[src/rtl/special_keys_ctrl.sv]
// special_keys_ctrl
// Merges PS/2 function keys (active-low) with membrane function keys
// (active-high) into one vector of special keys, then synchronises and
// debounces every channel.
// The two top channels (multiface/NMI and drive/mmc) also feed long-press
// detectors whose outputs drive the machine's button logic.
//
// Ports:
//   clk_peripheral       - system peripheral clock
//   reset                - synchronous, active-high reset
//   ps2_func_keys_n      - PS/2 function keys F1.., active-low
//   membrane_fnkeys      - membrane function keys, active-high
//   ps2_mf_n             - PS/2 multiface key, active-low
//   ps2_mmc_n            - PS/2 drive/mmc key, active-low
//   spkey_function       - debounced key levels
//   spkey_function_pulse - one-cycle pulse on each debounced rising edge
//   spkey_buttons        - [0] multiface/NMI long press, [1] drive/mmc long press
module special_keys_ctrl #(
  parameter int unsigned NUM_PS2_FKEYS   = 8,
  parameter int unsigned NUM_FKEYS       = 10,
  parameter int unsigned DEBOUNCE_CYCLES = 16,
  parameter int unsigned HOLD_CYCLES     = 1024
) (
  input  logic                     clk_peripheral,
  input  logic                     reset,
  input  logic [NUM_PS2_FKEYS-1:0] ps2_func_keys_n,
  input  logic [NUM_FKEYS-1:0]     membrane_fnkeys,
  input  logic                     ps2_mf_n,
  input  logic                     ps2_mmc_n,
  output logic [NUM_FKEYS-1:0]     spkey_function,
  output logic [NUM_FKEYS-1:0]     spkey_function_pulse,
  output logic [1:0]               spkey_buttons
);

  localparam int unsigned DB_W   = $clog2(DEBOUNCE_CYCLES + 1);
  localparam int unsigned HOLD_W = $clog2(HOLD_CYCLES + 1);
  localparam logic [DB_W-1:0]   DB_LAST  = DB_W'(DEBOUNCE_CYCLES - 1);
  localparam logic [HOLD_W-1:0] HOLD_MAX = HOLD_W'(HOLD_CYCLES);
  localparam int unsigned MF_CH  = NUM_FKEYS - 2;
  localparam int unsigned MMC_CH = NUM_FKEYS - 1;

  logic [NUM_FKEYS-1:0] raw;
  logic [NUM_FKEYS-1:0] s1;
  logic [NUM_FKEYS-1:0] s2;
  logic [NUM_FKEYS-1:0] stable;
  logic [NUM_FKEYS-1:0] pulse;
  logic [DB_W-1:0]      db_cnt   [NUM_FKEYS];
  logic [HOLD_W-1:0]    hold_cnt [2];

  // Both sources of a channel are ORed before synchronisation, so overlapping
  // presses from PS/2 and membrane form a single press.
  always_comb begin
    raw = membrane_fnkeys;
    for (int unsigned i = 0; i < NUM_PS2_FKEYS; i++) begin
      raw[i] = membrane_fnkeys[i] | ~ps2_func_keys_n[i];
    end
    raw[MF_CH]  = membrane_fnkeys[MF_CH]  | ~ps2_mf_n;
    raw[MMC_CH] = membrane_fnkeys[MMC_CH] | ~ps2_mmc_n;
  end

  // Sync, debounce and press pulse. The counter is cleared on any cycle where
  // s2 agrees with the accepted level, so a glitch restarts the count.
  always_ff @(posedge clk_peripheral) begin
    if (reset) begin
      s1     <= '0;
      s2     <= '0;
      stable <= '0;
      pulse  <= '0;
      for (int unsigned i = 0; i < NUM_FKEYS; i++) begin
        db_cnt[i] <= '0;
      end
    end else begin
      s1 <= raw;
      s2 <= s1;
      for (int unsigned i = 0; i < NUM_FKEYS; i++) begin
        pulse[i] <= 1'b0;
        if (s2[i] == stable[i]) begin
          db_cnt[i] <= '0;
        end else if (db_cnt[i] == DB_LAST) begin
          stable[i] <= s2[i];
          pulse[i]  <= s2[i];
          db_cnt[i] <= '0;
        end else begin
          db_cnt[i] <= db_cnt[i] + DB_W'(1);
        end
      end
    end
  end

  // Long-press counters saturate at HOLD_CYCLES so indefinite holds never wrap.
  always_ff @(posedge clk_peripheral) begin
    if (reset) begin
      for (int unsigned k = 0; k < 2; k++) begin
        hold_cnt[k] <= '0;
      end
    end else begin
      for (int unsigned k = 0; k < 2; k++) begin
        if (!stable[MF_CH + k]) begin
          hold_cnt[k] <= '0;
        end else if (hold_cnt[k] != HOLD_MAX) begin
          hold_cnt[k] <= hold_cnt[k] + HOLD_W'(1);
        end
      end
    end
  end

  always_comb begin
    spkey_buttons = '0;
    for (int unsigned k = 0; k < 2; k++) begin
      spkey_buttons[k] = (hold_cnt[k] == HOLD_MAX);
    end
  end

  assign spkey_function       = stable;
  assign spkey_function_pulse = pulse;

endmodule

[config.mk]
export PLATFORM = sky130hd
export DESIGN_NAME = special_keys_ctrl
export DESIGN_NICKNAME = d
export VERILOG_FILES = /design/src/rtl/special_keys_ctrl.sv
export SDC_FILE = /design/constraint.sdc
export NUM_CORES = 1
export LEC_CHECK = 0
export ABC_AREA = 0
export CORE_MARGIN = 1
export CORE_UTILIZATION = 34
export CTS_CLUSTER_DIAMETER = 100
export DETAILED_ROUTE_END_ITERATION = 7
export PLACE_DENSITY = 0.57
export SYNTH_ARGS = -nofsm -noshare
export SYNTH_HDL_FRONTEND = slang
export SYNTH_SLANG_ARGS = --single-unit
export TNS_END_PERCENT = 50
[constraint.sdc]
create_clock -name clk_peripheral -period 3.1 [get_ports clk_peripheral]
set_input_delay 0.62 -clock clk_peripheral [delete_from_list [all_inputs] [get_ports clk_peripheral]]
set_output_delay 0.62 -clock clk_peripheral [all_outputs]
set_load 0.02 [all_outputs]
# [After elaboration in Yosys (flattened, before gate mapping)]
# Memories as Yosys holds them, arrays and structs flattened.
# Index checks and enable logic that the tools add are counted.
[totals] reg_bits=40 mem_bits_rw=72 input_bits=22 output_inout_bits=22 wordCells=314 mem_count=2
[memory_table] memory="db_cnt" depth=10 width=5 read_ports=10 rd_clocked_by_memory_dff=0 write_ports=10 line="47" text="logic [DB_W-1:0] db_cnt [NUM_FKEYS];"
[memory_table] memory="hold_cnt" depth=2 width=11 read_ports=2 rd_clocked_by_memory_dff=0 write_ports=2 line="48" text="logic [HOLD_W-1:0] hold_cnt [2];"
[op_classes] n_addsub=12 eq_ne=24 mux=160 bitwise=74 n_reduce_logical=20
[ops] op="two-way mux 5 bit" n=30
[ops] op="two-way mux 1 bit" n=126
[ops] op="adder 5 x 1 -> 5 bit (second input constant)" n=10
[ops] op="== test 5 x 4 -> 1 bit (second input constant)" n=10
[ops] op="two-way mux 11 bit" n=4
[ops] op="OR 1 bit" n=44
[ops] op="inverter 1 bit" n=30
[ops] op="OR reduction 3 bit" n=10
[ops] op="adder 11 x 1 -> 11 bit (second input constant)" n=2
[ops] op="== test 11 bit (second input constant)" n=2
[ops] op="!= test 11 bit (second input constant)" n=2
[ops] op="AND reduction 2 bit" n=10
[ops] op="== test 1 bit" n=10

# [Depth between registers and ports, before layout]
# Gate-level depths: netlist (run 1).
[depth] depth_word=7 mapped_depth=5 ltp_nobuf=5

# [Worst setup path after synthesis (run 1)]
# Ideal clock, no wire load.
[synth_timing] path_kind="register to register" startpoint="memory hold_cnt[1][3] in the netlist's numbering" endpoint="memory hold_cnt[1][0] in the netlist's numbering (enable)" setup_time_ns=0.362 arrival_ns=1.484 required_time_ns=2.738 slack_ns=1.254 stages_incl_launch_ff=4 path_buffers=0 synth_period_minus_slack_ns=1.846 cell_sequence="edfxtp_1 > nor4_1 > and4_1 > nand3b_1"
[synth_lines] item="start, declared" line="48"

==> out/metrics.csv, run 1 <==
metric,value,unit
status,completed,
"Reg clk slew, reported paths",70,ps
fin crit share,87.8,%
drt drc,0,
post-synthesis async set-or-reset flop share,0,%
GRT Overall Usage,11.4,%
Root Driver,clkbuf_16,
critical path class,reg -> out,
fmax,368,MHz
RSZ-0062 raised after global routing,false,
Peak supply drop,0.259,mV
setup-violating endpoint count in the final report,0,
top_reg_cell synth,edfxtp_1,
n_diodes,0,
Post-CTS Hold Fix Bufs,0,
share of layout cells above drive strength 1,4.36,%
max-cap viol count,0,
fin cells,708,
DRT Pass-1 Iters,4,
dpl hpwl,5470,um
Multi-input gate area,1970,um^2
setup bufs post-CTS,0,
largest net degree at the start of global routing,22,
CTS buffer count,9,
Post-synth EDFFs,72,
Cells after Synth,424,
Synth cell types,30,
htree depth,3,
nets@finish,569,
Post-Place Cells,692,
total power,2.94,mW
Via density,4.45,
FF+latch area,2960,um^2
GPL Wtd Cong,0.791,
Critical Path Source Type,flip-flop,
Arrival @ worst endpoint,2100,ps
pre-CTS WS,749,ps
Rel. slew slack,62.6,%
Post-Syn Area,4920,um^2
met3 Use GR,2.28,%
worst-skew pair later-pin latency,360,ps
Hold Fails Final Rpt,0,
Final Slew Violations,0,
Synth warnings,0,
fillers,1332,
setup ws final,379,ps
Worst Path Required,2480,ps
DIE AREA,15000,um^2
Leak,2.33,nW
Port Buffer Count,43,
initial antenna violation count,0,
Routed Antenna Nets,0,
routed via count,3149,
DRT iter0 DRCs,102,
vias in the first global route,3048,
gr busiest metal,met2,
first-pass GRT wire length,13300,um
setup_tns,0,ps
met1 usage,13.7,%
core area,14000,um^2
Die X,122,um
Num Clock Sinks,112,
post-synthesis register bit count,112,
HP Class,reg -> reg,
Initial Util,35.2,%
Layout area overhead,22.9,%
detailed-route wire length,7800,um
Cell Rows,43,
PwrDens,487,nW/um^2
Ports,44,
post-route core utilization,43.2,%
crit path time final,2720,ps
Chip Height,122,um
Clock Skew,5.62,ps
"Max FO, Critical Path",5,
Synth Area per Inst,11.6,um^2
Slew @ Worst Pin,560,ps
Worst Setup End Kind,output pin,
CTS tree,yes,
met2 Track Usage GR,18.9,%
sequential fraction of the synthesis area,60.2,%
wire per inst,11.0,um
total grt overflow,0,
Post-CTS Resized,0,
CTS max path bufs,2,
==> per-layer routing <==
metal	up-vias	wire [um]
met5	-	0
met4	0	212
met3	13	223
met2	32	3670
met1	1459	3690
li1	1645	-
==> cells by family after synthesis <==
kind of cell / count (synthesis) / synth area share [%]
muxes: 10 / 2.03
other: 1 / 0.0762
and+or+nand+nor: 160 / 17.6
DFF: 112 / 60.2
buffers and inverters: 45 / 3.48
AOI/OAI and AO/OA: 36 / 4.12
xor gates and xnor gates: 36 / 6.41
adders and majority gates: 24 / 6.10
==> power breakdown <==
| group | switching (mW) | internal (mW) | leakage [nW] | total [mW] |
|---|---|---|---|---|
| registers | 0.0266 | 1.63 | 1.11 | 1.65 |
| clock network | 0.539 | 0.624 | 0.150 | 1.16 |
| logic | 0.0602 | 0.0653 | 1.07 | 0.125 |
| total | 0.626 | 2.32 | 2.33 | 2.94 |
==> final cells by class <==
type	instances	share of cell area (%)
clock inverters	4	0.496
repair buffers	46	7.41
inverters	38	2.36
flip-flops and latches	112	49.0
well taps	180	3.72
clock buffers	12	4.43
multi-input cells	316	32.6
==> cell usage in the layout (no fill, tap or decap) <==
master,n
edfxtp_1,72
a41o_1,2
nand4_1,2
inv_1,38
a21oi_1,22
inv_6,2
nor2b_1,10
inv_4,2
conb_1,50
nand2b_1,2
nand3b_1,2
nand4_2,1
or3_1,15
buf_4,3
and3_1,10
nor4_1,4
clkbuf_1,1
nand2_1,4
or4_1,5
or3_2,2
ha_1,24
clkdlybuf4s50_1,42
buf_2,1
nor2_1,70
xor2_1,14
nand3_1,20
o21ai_0,7
nor4bb_1,10
mux2i_1,10
and4_1,2
dfxtp_1,40
xnor2_1,22
o31ai_1,5
nand4_4,1
clkbuf_16,10
clkbuf_8,1
==> state kept, by name (all words and copies together) (netlist names) <==
register,count
db_cnt,50
hold_cnt,22
s1,10
s2,10
spkey_function,10
spkey_function_pulse,10
==> cell usage after synthesis (all sizes together) (4+ instances only) <==
cell / instances / area, um^2
o31ai: 5 / 37.5
or3: 17 / 109
dfxtp: 40 / 801
mux2i: 10 / 100
nor2b: 10 / 62.6
nand4: 4 / 46.3
a21oi: 22 / 110
edfxtp: 72 / 2160
xor2: 14 / 123
o21ai: 7 / 35.0
or4: 5 / 37.5
xnor2: 22 / 193
clkbuf: 5 / 18.8
nor4bb: 10 / 100
nand2: 4 / 15.0
ha: 24 / 300
nand3: 20 / 100
and3: 10 / 62.6
nor4: 4 / 25.0
nor2: 70 / 263
inv: 38 / 143
==> path summary, 6_finish.rpt <==
kind,from,endpoint,slack (ps),cells after the start
worst min-delay path,s1[2]$_SDFF_PP0_,s2[2]$_SDFF_PP0_,440,1
worst max register to register,hold_cnt[1][3]$_SDFFCE_PN0P_,hold_cnt[1][1]$_SDFFCE_PN0P_,1150,3
worst min register to register,s1[2]$_SDFF_PP0_,s2[2]$_SDFF_PP0_,440,1
worst max-delay path,hold_cnt[1][3]$_SDFFCE_PN0P_,spkey_buttons[1],380,3
==> worst max-delay path, cell delays in order, from the launching register on <==
cell and delay [ps]:
edfxtp_1 490, nor4_1 370, and4_1 270, clkdlybuf4s50_1 610
==> metrics by stage <==
stage | hold WS, ps | area [um^2]
final | 441 | 6050
after global placement | 416 | 5750
after CTS | 446 | 6050
after detailed placement | 428 | 5750
after global routing | 464 | 6050
after floorplan | 414 | 5110
Power figures use the tool's default switching activity.
==> run 2, diff against run 1 <==
CAP_MARGIN = 10   (was unset)
==> results of run 2 <==
The final DEF is identical to that of run 1; final timing and power are the same.
